$ cat src/rtl/rmii_pkg.sv
// rmii_pkg: shared state encoding and default parameters for the RMII transmit path
package rmii_pkg;
  typedef enum logic [1:0] {ST_IDLE, ST_SEND, ST_IPG} state_t;
  localparam int DATA_W_RMII = 2;
  localparam int DATA_W_MII = 4;
  localparam int IPG_BYTES_STD = 12;
  localparam int SLOW_DIV_RMII = 10;
endpackage

$ cat src/rtl/rmii_tx_serializer_if.sv
// rmii_tx_serializer_if: byte stream handshake from the frame builder into the serializer
interface rmii_tx_serializer_if;
  logic [7:0] in_data;
  logic in_valid;
  logic in_last;
  logic in_ready;
  modport master(output in_data, in_valid, in_last, input in_ready);
  modport slave(input in_data, in_valid, in_last, output in_ready);
endinterface

$ cat src/rtl/rmii_slot_timer.sv
// rmii_slot_timer: symbol slot counter and inter-packet gap counter with 10/100 speed select
module rmii_slot_timer #(
  parameter int SLOW_DIV = 10,
  parameter int IPG_FAST = 48
) (
  input  logic clk,
  input  logic rst,
  input  logic spd,
  input  logic run_slot,
  input  logic run_ipg,
  output logic slot_end,
  output logic ipg_done
);
  localparam int SW = $clog2(SLOW_DIV + 1);
  localparam int IW = $clog2(IPG_FAST * SLOW_DIV + 1);
  logic [SW-1:0] slot_cnt;
  logic [IW-1:0] ipg_cnt;
  assign slot_end = !spd || slot_cnt == SW'(SLOW_DIV - 1);
  assign ipg_done = run_ipg && ipg_cnt == (spd ? IW'(IPG_FAST * SLOW_DIV - 1) : IW'(IPG_FAST - 1));
  always_ff @(posedge clk) begin
    slot_cnt <= (rst || !run_slot || slot_end) ? '0 : slot_cnt + 1'b1;
    ipg_cnt <= (rst || !run_ipg) ? '0 : ipg_cnt + 1'b1;
  end
endmodule

$ cat src/rtl/rmii_tx_serializer.sv
// rmii_tx_serializer: byte stream to LSB-first DATA_W symbol serializer with 10M repeat, underrun abort and IPG
module rmii_tx_serializer
  import rmii_pkg::*;
#(
  parameter int DATA_W = DATA_W_RMII,
  parameter int SLOW_DIV = SLOW_DIV_RMII,
  parameter int IPG_BYTES = IPG_BYTES_STD
) (
  input  logic clk,
  input  logic rst,
  input  logic speed_10,
  rmii_tx_serializer_if.slave s,
  output logic [DATA_W-1:0] phy_tx,
  output logic phy_tx_en,
  output logic underrun,
  output logic busy
);
  localparam int SYMS = 8 / DATA_W;
  localparam int CW = $clog2(SYMS);
  state_t state;
  logic [7:0] sr;
  logic [CW-1:0] sym_cnt;
  logic last_q, spd_q, slot_end, ipg_done, eob, acc;
  rmii_slot_timer #(.SLOW_DIV(SLOW_DIV), .IPG_FAST(IPG_BYTES * SYMS)) u_timer (
    .clk, .rst, .spd(spd_q), .run_slot(state == ST_SEND), .run_ipg(state == ST_IPG),
    .slot_end, .ipg_done
  );
  assign eob = state == ST_SEND && sym_cnt == CW'(SYMS - 1) && slot_end;
  assign s.in_ready = !rst && (state == ST_IDLE || (eob && !last_q));
  assign acc = s.in_valid && s.in_ready;
  assign busy = state != ST_IDLE;
  always_ff @(posedge clk) begin
    if (rst) begin
      state <= ST_IDLE;
      sr <= '0;
      sym_cnt <= '0;
      last_q <= 1'b0;
      spd_q <= 1'b0;
      phy_tx <= '0;
      phy_tx_en <= 1'b0;
      underrun <= 1'b0;
    end else begin
      underrun <= eob && !last_q && !s.in_valid;
      if (acc) begin
        state <= ST_SEND;
        sr <= s.in_data;
        last_q <= s.in_last;
        sym_cnt <= '0;
        phy_tx <= s.in_data[DATA_W-1:0];
        phy_tx_en <= 1'b1;
        if (state == ST_IDLE) spd_q <= speed_10;
      end else if (eob) begin
        // last byte done or upstream starved: either way the line goes quiet on a byte boundary
        state <= ST_IPG;
        phy_tx <= '0;
        phy_tx_en <= 1'b0;
      end else if (state == ST_SEND && slot_end) begin
        sym_cnt <= sym_cnt + 1'b1;
        sr <= sr >> DATA_W;
        phy_tx <= sr[2*DATA_W-1:DATA_W];
      end else if (ipg_done) begin
        state <= ST_IDLE;
      end
    end
  end
endmodule

$ cat src/flat_wrapper.sv
// flat-port wrapper written by rule: the top's interface ports become plain ports
module rmii_tx_serializer_flat import rmii_pkg::*;
#(
  parameter int DATA_W = DATA_W_RMII,
  parameter int SLOW_DIV = SLOW_DIV_RMII,
  parameter int IPG_BYTES = IPG_BYTES_STD
)
  (clk, rst, speed_10, phy_tx, phy_tx_en, underrun, busy, s_in_data, s_in_valid, s_in_last, s_in_ready);
  rmii_tx_serializer_if s_i ();
  input  logic clk;
  input  logic rst;
  input  logic speed_10;
  output logic [DATA_W-1:0] phy_tx;
  output logic phy_tx_en;
  output logic underrun;
  output logic busy;
  input wire logic [$bits(s_i.in_data)-1:0] s_in_data;
  input wire logic [$bits(s_i.in_valid)-1:0] s_in_valid;
  input wire logic [$bits(s_i.in_last)-1:0] s_in_last;
  output wire logic [$bits(s_i.in_ready)-1:0] s_in_ready;
  assign s_i.in_data = s_in_data;
  assign s_i.in_valid = s_in_valid;
  assign s_i.in_last = s_in_last;
  assign s_in_ready = s_i.in_ready;
  rmii_tx_serializer #(.DATA_W(DATA_W), .SLOW_DIV(SLOW_DIV), .IPG_BYTES(IPG_BYTES)) u_core (.clk(clk), .rst(rst), .speed_10(speed_10), .s(s_i), .phy_tx(phy_tx), .phy_tx_en(phy_tx_en), .underrun(underrun), .busy(busy));
endmodule
$ cat config.mk
export PLATFORM = sky130hd
export DESIGN_NAME = rmii_tx_serializer_flat
export DESIGN_NICKNAME = d
export VERILOG_FILES = /design/src/rtl/rmii_pkg.sv /design/src/rtl/rmii_tx_serializer_if.sv /design/src/rtl/rmii_slot_timer.sv /design/src/rtl/rmii_tx_serializer.sv /design/src/flat_wrapper.sv
export SDC_FILE = /design/constraint.sdc
export NUM_CORES = 1
export LEC_CHECK = 0
export CORE_UTILIZATION = 55
export CTS_BUF_LIST = sky130_fd_sc_hd__clkbuf_4 sky130_fd_sc_hd__clkbuf_8
export DETAILED_ROUTE_END_ITERATION = 10
export GPL_ROUTABILITY_DRIVEN = 0
export GPL_TIMING_DRIVEN = 1
export PLACE_DENSITY = 0.82
export SETUP_SLACK_MARGIN = 0.05
export SYNTH_ARGS = -nofsm -noshare
export SYNTH_HDL_FRONTEND = slang
export SYNTH_SLANG_ARGS = --single-unit
$ cat constraint.sdc
create_clock -name clk -period 4.62 [get_ports clk]
set_input_delay 0.924 -clock clk [delete_from_list [all_inputs] [get_ports clk]]
set_output_delay 0.924 -clock clk [all_outputs]
set_load 0.05 [all_outputs]
* Yosys cells after proc, flatten, opt, wreduce, memory -nomap -nowiden
Cells that the tools add are included.
** Storage, ports and cells
- Flip-flop bits (word level) :: 31
- Output and inout port bits :: 6
- Logic and storage cells :: 68
** Cells by class
- Add/subtract/negate cells :: 3
- Bitwise operators :: 1
- Equal/unequal tests :: 8
- Multiplexer cells :: 13
- Reduce and logical (&&, ||, !) cells :: 32
** Operator list (count)
- 8-bit 2-to-1 mux :: 3
- 2-bit 2-to-1 mux :: 6
- 2-bit AND reduction :: 5
- 9-bit by 1-bit adder with 9-bit output, second input constant :: 1
- 9-bit == test :: 1
- 9-bit 2-to-1 mux :: 1
- 1-bit logical AND :: 8
- 2-bit nonzero test :: 4
- 1-bit zero test :: 6
- 3-bit nonzero test :: 2
- 1-bit logical OR :: 5
- 4-bit by 1-bit adder with 4-bit output, second input constant :: 1
- 2-bit == test, second input constant :: 2
- 4-bit == test, second input constant :: 1
- 1-bit 2-to-1 mux :: 3
- 3-bit by 1-bit inequality test with 1-bit output, second input constant :: 1
- 2-bit by 1-bit adder with 2-bit output, second input constant :: 1
- 2-bit by 1-bit == test with 1-bit output, second input constant :: 1
- 2-bit zero test :: 1
- 2-bit by 1-bit inequality test with 1-bit output, second input constant :: 1
- 2-bit inequality test, second input constant :: 1
- 2-bit OR reduction :: 1
- 1-bit inverter :: 1

* Longest topological paths before layout
Gate-level depths: netlist (run 1).
- Depth after elaboration :: 9
- Depth in mapped cells :: 8
- Depth with buffers taken out :: 7

* By module
Synthesis (run 1) repeated with hierarchy kept, for this count alone.
** Second synthesis, totals
- Cells, all modules :: 148
- Area total of the unflattened synthesis :: 1366.3 sq um
** Modules (own cells, without submodules)
- rmii_tx_serializer :: seq. area each 320.3 sq um, instances 1, area an instance 799.5 sq um, cells each 84
- rmii_slot_timer :: seq. area each 260.2 sq um, instances 1, area an instance 566.8 sq um, cells each 64

* Worst setup path before layout (run 1)
OpenSTA, ideal clock, no wires.
- Path type :: input to output
- Start :: input rst
- End :: output s_in_ready
- Path slack :: 2.205 ns
- Cell stages on the path :: 2
- Buffers on the path :: 0
- Required time :: 3.696 ns
- Data arrival time :: 1.491 ns
- Path through :: nor2_1 -> and2_1
** On the way
- Cells in the longest elaborated chain, start to end :: 2
** Ends and longest elaborated chain
- from (decl) :: line flat_wrapper.sv:11 : input logic rst;
- 1-bit zero test :: line rmii_tx_serializer.sv:29 : assign s.in_ready = !rst && (state == ST_IDLE || (eob && !last_q));
- 1-bit logical AND :: line rmii_tx_serializer.sv:29
- to (decl) :: line flat_wrapper.sv:20 : output wire logic [$bits(s_i.in_ready)-1:0] s_in_ready;
Every way passes these cells.

* Worst setup path after layout (run 1)
Same ends and word-level chain as after synthesis.

==> results of run 1 <==
-- routing by layer --
layer | vias up | part of all wire [%] | track usage (%)
met5 | - | 0 | 0
met4 | 0 | 3.7 | 18.9
met3 | 11 | 2.8 | 6.25
met2 | 18 | 48 | 38.4
met1 | 483 | 45 | 25.7
li1 | 513 | - | -
-- flip-flops by register name, indices dropped and copies added, names as in the netlist --
register / cells
u_core.last_q: 1
u_core.phy_tx: 2
u_core.phy_tx_en: 1
u_core.spd_q: 1
u_core.sr: 6
u_core.state: 2
u_core.sym_cnt: 2
u_core.u_timer.ipg_cnt: 9
u_core.u_timer.slot_cnt: 4
u_core.underrun: 1
-- report_power, final --
| group | total, mW | internal (mW) | switching (mW) |
|---|---|---|---|
| combinational | 0.0937 | 0.0433 | 0.0505 |
| clock | 0.151 | 0.0572 | 0.0941 |
| sequential | 0.272 | 0.261 | 0.0109 |
| total | 0.517 | 0.361 | 0.155 |
-- worst reg2reg max path, stage by stage (launching register included) --
cell and delay (ns):
sky130_fd_sc_hd__dfxtp_1 0.36, sky130_fd_sc_hd__ha_1 0.35, sky130_fd_sc_hd__nor2b_1 0.10, sky130_fd_sc_hd__a221oi_2 0.24
sky130_fd_sc_hd__nand3_1 0.47, sky130_fd_sc_hd__nor2_1 0.29, sky130_fd_sc_hd__a211oi_2 0.07
-- cell usage after synthesis --
cell	count	area, um^2
sky130_fd_sc_hd__a211oi_4	1	20.0
sky130_fd_sc_hd__o21ai_0	1	5.00
sky130_fd_sc_hd__buf_2	1	5.00
sky130_fd_sc_hd__nand2b_4	1	13.8
sky130_fd_sc_hd__dfxtp_1	29	581
sky130_fd_sc_hd__nor2_1	24	90.1
sky130_fd_sc_hd__a21oi_1	5	25.0
sky130_fd_sc_hd__or4_1	1	7.51
sky130_fd_sc_hd__nor2b_1	5	31.3
sky130_fd_sc_hd__xor2_1	4	35.0
sky130_fd_sc_hd__and2_4	1	8.76
sky130_fd_sc_hd__o21ai_1	1	5.00
sky130_fd_sc_hd__inv_1	6	22.5
sky130_fd_sc_hd__o2bb2a_2	1	11.3
sky130_fd_sc_hd__ha_1	4	50.1
sky130_fd_sc_hd__nand3b_4	1	20.0
sky130_fd_sc_hd__nor3_1	1	5.00
sky130_fd_sc_hd__buf_4	1	7.51
sky130_fd_sc_hd__a21oi_2	1	8.76
sky130_fd_sc_hd__nand2_1	9	33.8
sky130_fd_sc_hd__o32ai_1	2	17.5
sky130_fd_sc_hd__a221oi_2	1	15.0
sky130_fd_sc_hd__nand4_1	1	6.26
sky130_fd_sc_hd__or2_2	1	6.26
sky130_fd_sc_hd__nor3b_1	2	15.0
sky130_fd_sc_hd__buf_6	2	22.5
sky130_fd_sc_hd__xnor2_1	5	43.8
sky130_fd_sc_hd__nand4b_1	1	8.76
sky130_fd_sc_hd__nor4_1	1	6.26
sky130_fd_sc_hd__mux2i_1	10	100
sky130_fd_sc_hd__buf_1	1	3.75
sky130_fd_sc_hd__nand3b_1	3	22.5
sky130_fd_sc_hd__a211oi_2	3	37.5
sky130_fd_sc_hd__and3_1	1	6.26
sky130_fd_sc_hd__nand3_1	5	25.0
sky130_fd_sc_hd__or3_1	1	6.26
sky130_fd_sc_hd__and2_1	1	6.26
-- placed cells by master, fill, tap and decap left out, types with 2 or more instances in the layout --
| cell | netlist | final |
|---|---|---|
| sky130_fd_sc_hd__o32ai_1 | 2 | 2 |
| sky130_fd_sc_hd__clkbuf_4 | 0 | 5 |
| sky130_fd_sc_hd__clkdlybuf4s50_1 | 0 | 18 |
| sky130_fd_sc_hd__clkinv_2 | 0 | 2 |
| sky130_fd_sc_hd__inv_1 | 6 | 6 |
| sky130_fd_sc_hd__a21oi_1 | 5 | 5 |
| sky130_fd_sc_hd__xnor2_1 | 5 | 5 |
| sky130_fd_sc_hd__a211oi_2 | 3 | 3 |
| sky130_fd_sc_hd__nor2_1 | 24 | 24 |
| sky130_fd_sc_hd__nor2b_1 | 5 | 5 |
| sky130_fd_sc_hd__ha_1 | 4 | 4 |
| sky130_fd_sc_hd__nand3b_1 | 3 | 3 |
| sky130_fd_sc_hd__mux2i_1 | 10 | 10 |
| sky130_fd_sc_hd__dfxtp_1 | 29 | 29 |
| sky130_fd_sc_hd__nor3b_1 | 2 | 2 |
| sky130_fd_sc_hd__nand2_1 | 9 | 9 |
| sky130_fd_sc_hd__xor2_1 | 4 | 4 |
| sky130_fd_sc_hd__nand3_1 | 5 | 5 |
-- final cells by class --
cell class              count  area share, %
clock inverters             3           1.11
multi-input cells          99           44.0
inverters                   6           1.43
well taps                  28           2.23
flip-flops and latches     29           36.9
clock buffers               5           2.38
repair buffers             19           11.9
-- path summary, 6_finish.rpt --
| kind | from | endpoint | slack (ns) | cells after the start |
|---|---|---|---|---|
| hold reg to reg | u_core.phy_tx_en | u_core.phy_tx_en | 0.47 | 2 |
| setup reg to reg | u_core.sym_cnt[0] | u_core.sr[3] | 2.61 | 6 |
| setup / recovery | rst | s_in_ready | 1.07 | 5 |
| hold / removal | u_core.phy_tx_en | u_core.phy_tx_en | 0.47 | 2 |
-- cell families after synthesis --
kind of cell | after synthesis | synth area share, %
AOI/OAI and AO/OA | 16 | 10.9
xor gates and xnor gates | 9 | 5.90
adders and majority gates | 4 | 3.75
buffers and inverters | 11 | 4.59
DFF | 29 | 43.5
muxes | 10 | 7.50
and+or+nand+nor | 60 | 23.9
-- stage by stage --
step	std cells	power, mW	setup slack (ns)	utilization, %
after detailed placement	181	0.372	1.07	67.4
after global routing	189	0.542	1.03	69.8
after floorplan	139	0.343	2.20	-
after CTS	189	0.520	1.06	69.8
final	189	0.517	1.07	69.8
after global placement	181	0.368	1.10	67.4
==> results by stage, run 1 <==
GRT:
- The wire length of the first global-routing pass is 4360 um.
- The maximum number of pins on one net before global-route repair is 15.
- The initial antenna violation count is 0.
- The all-layer global routing usage is 23.6%.
- The via count of the first global-routing pass came to 1,008.
- The remaining global-route overflow is 0.

Final layout:
- The finished cells cover 1570 um^2.
- Across the whole layout, storage elements account for 581 um^2.
- The antenna diode count is 0.
- The multi-input logic area is 693 um^2.
- The number of fillers in the final layout is about 180.
- For this run, the post-layout net count is 177.
- The post-route netlist has 12.4% of its cells at a drive strength greater than 1.
- Relative to the synthesized area, the layout overhead comes to 17.9%.

Job:
- The number of max-capacitance violations reported is 0.

Synth:
- After synthesis the cells add up to 1340 um^2.
- The share of synthesized area occupied by flip-flops and latches is 43.5%.
- For this run, the number of Yosys warnings is 0.
- The cell count after synthesis is 139.
- After synthesis, the netlist uses 37 different library cells.
- When the netlist entered floorplanning its net count stood at 156.
- The synthesized flop and latch total is 29.
- The average instance in the mapped netlist occupies between 9 and 10 um^2.

Routing:
- The average vias per placed instance is ~5.4.
- Summing over every cut layer, the via total after detailed routing is 1,025.
- The count of routing violations after the opening detailed-route iteration is 5.
- The post-detailed-routing wire length is 2510 um.
- The routed wirelength normalized by instance count is 13.3 um.
- The pre-antenna-repair detailed-routing pass consisted of 4 iterations.
- The detail route stage leaves a number of antenna-violating nets equal to 0.
- The total DRC errors in the routed layout is 0.

Setup path:
- The signal on the critical path passes through clkdlybuf4s50_1 -> buf_4 -> nor2_1 -> and2_1 -> clkdlybuf4s50_1.
- In this run the worst path has a maximum fanout of 14.
- The slowest stage of the critical path belongs to the cell sky130_fd_sc_hd__clkdlybuf4s50_1.
- The start-to-end type of the worst setup path is in -> out.
- The arrival time of data at the critical path endpoint is 2.63 ns.
- The worst setup path is launched from an input port.
- The cell that appears most often on the critical path is sky130_fd_sc_hd__clkdlybuf4s50_1.
- STA classifies the critical path endpoint as a primary output.
- The critical path contains buffers and inverters numbering 3 combined.
- The top cell family by delay on the critical path is buffers and inverters.
- The required time reported for the critical path endpoint is about 3.7 ns.
- The largest single stage delay on the critical path is 0.79 ns.

Pwr:
- The leakage dissipation is 0.639 nW.
- IR analysis of the VDD net gives a maximum drop of 261 uV.
- Power spread over the standard cell area amounts to 328 nW/um^2.

Floorplan:
- The row count is 17.
- The core box area is 2250 um^2.
- The die span in y is 51.3 um.
- Pin placement for this block handled 19 I/O pins.
- The effective utilization at floorplan is 59.2%.
- The floorplan step defined a die boundary enclosing 2630 um^2.
- From left edge to right edge, the die measures 51.3 um.

Clocking:
- The clock latency on the worst-skew pair is 0.34 ns.
- CTS placed an instance of sky130_fd_sc_hd__clkbuf_4 at the clock tree root.
- Counting the buffers created by CTS gives 5.
- In this run the number of H-tree levels came out at 2.
- After clock tree synthesis, the clock-pin slew on the worst setup and hold paths is ~0.1 ns.
- The post-CTS repair timing setup buffer count is 0.
- The number of gates given a new drive strength after cts is 0.
- Hold repair after CTS inserted 0 buffers.
- The maximum clock insertion buffer count is 2.
- The CTS sink count is 29.
- The clock tree from TritonCTS is yes.

Timing:
- The period utilization is between 70% and 80%.
- The number of pins with negative max-slew slack in the final report is 0.
- The highest achievable clock rate is 281 MHz.
- Measured against its own limit, the worst slew margin works out to 62.3%.
- The final worst hold slack is 0.468 ns.
- The setup violation total in the final timing report is 0.
- The final-report hold violation count is 0.
- At the pin with the least slew margin, the transition time is about 0.56 ns.
- The smallest clock period supported by the final layout is computed as about 3.6 ns.
- Across the routed clock network, the largest skew measured is 0.00831 ns.
- In the final timing run, aggregate negative setup slack is 0 ns.
- Setup repair after global routing left no endpoint under its margin.

Placed design:
- After detailed placement, the total cell area comes to 1520 um^2.
- The HPWL after detailed placement is 1870 um.
- The count of buffers inserted at the top-level ports is 18.

Status:
- The flow ran to the end, and the final reports show no timing, DRC or antenna violations.

Hold path:
- The worst hold path belongs to the class reg -> reg.
Power figures use the tool's default switching activity.
==> run 2: changes to the inputs <==
Settings changed: CORE_UTILIZATION 55 to 50, PLACE_DENSITY 0.82 to 0.79.
Clock period 4.62 ns to 3.1 ns, I/O delays scaled along.
==> results by stage, run 2 (same netlist as run 1, synthesis figures left out) <==
Clocking:
- In this run the deepest clock path goes through 2 buffers.
- The number of buffers added by the clock tree synthesis step is 5.
- The buffer type at the clock tree root is sky130_fd_sc_hd__clkbuf_4.
- Gates resized during post-CTS repair numbered 0.
- The level count of the clock H-tree is 2.
- The CTS sink count is 29.
- After clock tree synthesis, the flow added hold-fix buffers numbering 0.
- Once the clock tree was built, the setup fixing pass inserted 0 buffers.
- For the worst-skew pair, the clock arrives at the later sink with an insertion delay of 0.33 ns.
- The clock-pin transition on the worst setup and hold timing paths is 0.09 ns.
- TritonCTS built the clock tree.

Pwr:
- The total power of the final layout is ~810 uW.
- The switching power as a share of total power is between 20% and 30%.
- The maximum vdd drop is between 300 and 400 uV.
- Dividing total power by cell area gives a power density of 508 nW/um^2.
- In this run the power spent charging and discharging nets is about 230 uW.
- The internal power of the cells totals 588 uW.
- Summed over all cells, the static leakage comes to around 0.65 nW.
- The part of the power in registers is 49.7%.
- Combinational logic burns 17.7% of the power.
- The relative contribution of the clock network to total power is between 30% and 40%.

Routing:
- Before antenna repair, the detailed router went through 4 iterations.
- The count of routing violations after the opening detailed-route iteration is 10.
- In this run the remaining antenna-violating nets after routing total 0.
- The number of vias after detailed routing is 1,027.
- After detailed routing, the number of remaining DRC violations is 0.
- The routed design has 2490 um of wire.
- After detailed routing, the average wire length per cell comes to 13.0 um.
- Dividing the detail-routed via count by the number of cells gives 5.38.

Timing:
- Setup repair after global routing left no endpoint under its margin.
- Dividing the final minimum period by the clock period gives 79.6%.
- Measured against its own limit, the worst slew margin works out to between 60% and 70%.
- The slew at the pin closest to its max-slew limit is between 0.5 and 0.6 ns.
- The number of pins with negative max-slew slack in the final report is 0.
- The final worst hold slack is 0.455 ns.
- Setup violations remaining at the end of the flow were counted as 0.
- The final-report hold violation count is 0.
- The highest achievable clock rate is 405 MHz.
- The setup TNS after final layout is 0 ns.
- Counting I/O delays and the setup requirement, the final critical path takes ~2.5 ns.
- The clock arrives with between 0.006 and 0.007 ns of skew.

Setup path:
- The slowest stage of the critical path is the sky130_fd_sc_hd__clkdlybuf4s50_1 cell.
- The element type at the critical path start is a flop.
- The worst setup slack for register-to-register paths is 1.06 ns.
- For this run, the slowest stage of the critical path takes 0.79 ns.
- The number of cells on the worst reg-to-reg path is 6.
- The top cell family by delay on the critical path is buffers and inverters.
- The startpoint identified for the worst register-to-register timing path is u_core.sym_cnt[0].
- The arrival time of data at the critical path endpoint is 1.85 ns.
- The highest net fanout along the worst path is 10.
- Together, buffers and inverters on the worst path number 1.
- Data on the critical path is required at its endpoint by 2.48 ns.
- The critical path ends at busy.
- Traced cell by cell, the critical path runs through or2_2 -> clkdlybuf4s50_1.
- The critical path starts at u_core.state[0].
- The start-to-end type of the worst setup path is reg -> out.
- The type of element capturing the critical path is a primary output.
- The number of stages on the worst setup path is 2.
- In this run the critical register-to-register path is captured at u_core.sr[3].

Final layout:
- The register ranked first by flip-flop count is u_core.u_timer.ipg_cnt.
- The final net count is 177.
- The layout overhead on the synthesized area is 20.0%.
- Once layout is complete, the cells apart from fillers number 191.
- In the layout the commonest cells are 29 x sky130_fd_sc_hd__dfxtp_1, 24 x sky130_fd_sc_hd__nor2_1, 17 x sky130_fd_sc_hd__clkdlybuf4s50_1.
- The layout has 216 filler cells.
- The largest registers in the layout are u_core.u_timer.ipg_cnt x9, u_core.sr x6, u_core.u_timer.slot_cnt x4.
- Cells fill ~64% of the core in the end.
- The flip-flop count of the largest register, all copies and words added is 9.
- The leading cell type in the layout, fill and taps excluded is sky130_fd_sc_hd__dfxtp_1.
- The share of layout cells above drive strength 1 is around an eighth.
- The antenna diode count is 0.

Floorplan:
- The die is 53.7 um tall.
- The area enclosed by the die boundary is 2880 um^2.
- After floorplanning, the core was divided into 18 placement rows.
- The effective utilization at floorplan is a little over half.
- The core box area is 2500 um^2.
- The die is 53.7 um wide.
- During I/O placement, the number of pins put on the boundary was 19.

GRT:
- The initial antenna violation count is 0.
- Entering global routing, the biggest net connects 14 pins.
- The all-layer global routing usage is 20.5%.
- For this run the aggregate overflow at the end of global routing stands at 0.
- The wire length of the first global-routing pass is 4000 um.
- The via count of the first global-routing pass is 929.

Hold path:
- The worst hold path passes through 2 cells.
- The min-delay analysis places its worst path in the category reg -> reg.

Status:
- The run finished with clean final reports.

Placed design:
- The wire-length estimate of the detail-placed layout is roughly 1800 um.
- Input and output buffers added on the ports amount to 18.
- After detailed placement, the design holds a cell count of 183.

Job:
- The number of max-capacitance violations reported is 0.
run 2: cell count changes in the layout (fill, tap and decap cells not counted), sizes merged:
cell / previous run / this run
clkinv: 2 / 1
clkbuf: 5 / 7
clkdlybuf4s50: 18 / 17
clkinvlp: 1 / 0
buf: 1 / 2
run 2: area by class of cell:
type                            count  area (um^2)  area share (%)
Multi-Input combinational cell     99          693            43.3
Clock inverter                      1         5.00           0.312
Sequential cell                    29          581            36.2
Inverter                            6         22.5            1.41
Tap cell                           30         37.5            2.34
Timing Repair Buffer               19          198            12.3
Clock buffer                        7         65.1            4.06
run 2: layer usage:
metal / vias to the layer above / wire length, um / global-route usage [%]
met3: 4 / 121 / 9.89
met5: - / 0 / 0
li1: 514 / - / -
met4: 0 / 37 / 8.33
met1: 476 / 1110 / 22.6
met2: 33 / 1230 / 33.3
run 2: worst register-to-register path, delay by kind of cell (launching register included):
kind | cells | cell delay (ns)
and+or+nand+nor | 3 | 0.87
DFF | 1 | 0.37
adders and majority gates | 1 | 0.37
AOI/OAI and AO/OA | 2 | 0.31
run 2: power groups by stage:
stage | sequential, mW | combinational (mW) | clock, mW
floorplan | 0.419 | 0.0926 | 0
global placement | 0.413 | 0.141 | 0
detailed placement | 0.413 | 0.145 | 0
CTS | 0.405 | 0.146 | 0.271
global route | 0.407 | 0.155 | 0.291
finish | 0.405 | 0.144 | 0.265
run 2: how the worst min path moves through the flow:
stage / endpoint / slack [ns] / start
after floorplan: u_core.u_timer.ipg_cnt[0] / 0.42 / u_core.u_timer.ipg_cnt[0]
after global placement: u_core.u_timer.ipg_cnt[0] / 0.43 / u_core.u_timer.ipg_cnt[0]
after detailed placement: u_core.phy_tx_en / 0.44 / u_core.phy_tx_en
after CTS: u_core.phy_tx_en / 0.46 / u_core.phy_tx_en
after global routing: u_core.phy_tx_en / 0.49 / u_core.phy_tx_en
final: u_core.phy_tx_en / 0.46 / u_core.phy_tx_en
run 2: through the flow:
step	instance area, um^2	worst slack [ns]
after floorplan	1340	1.09
after global placement	1530	0.922
after detailed placement	1530	0.909
after CTS	1600	0.613
after global routing	1600	0.541
final	1600	0.632
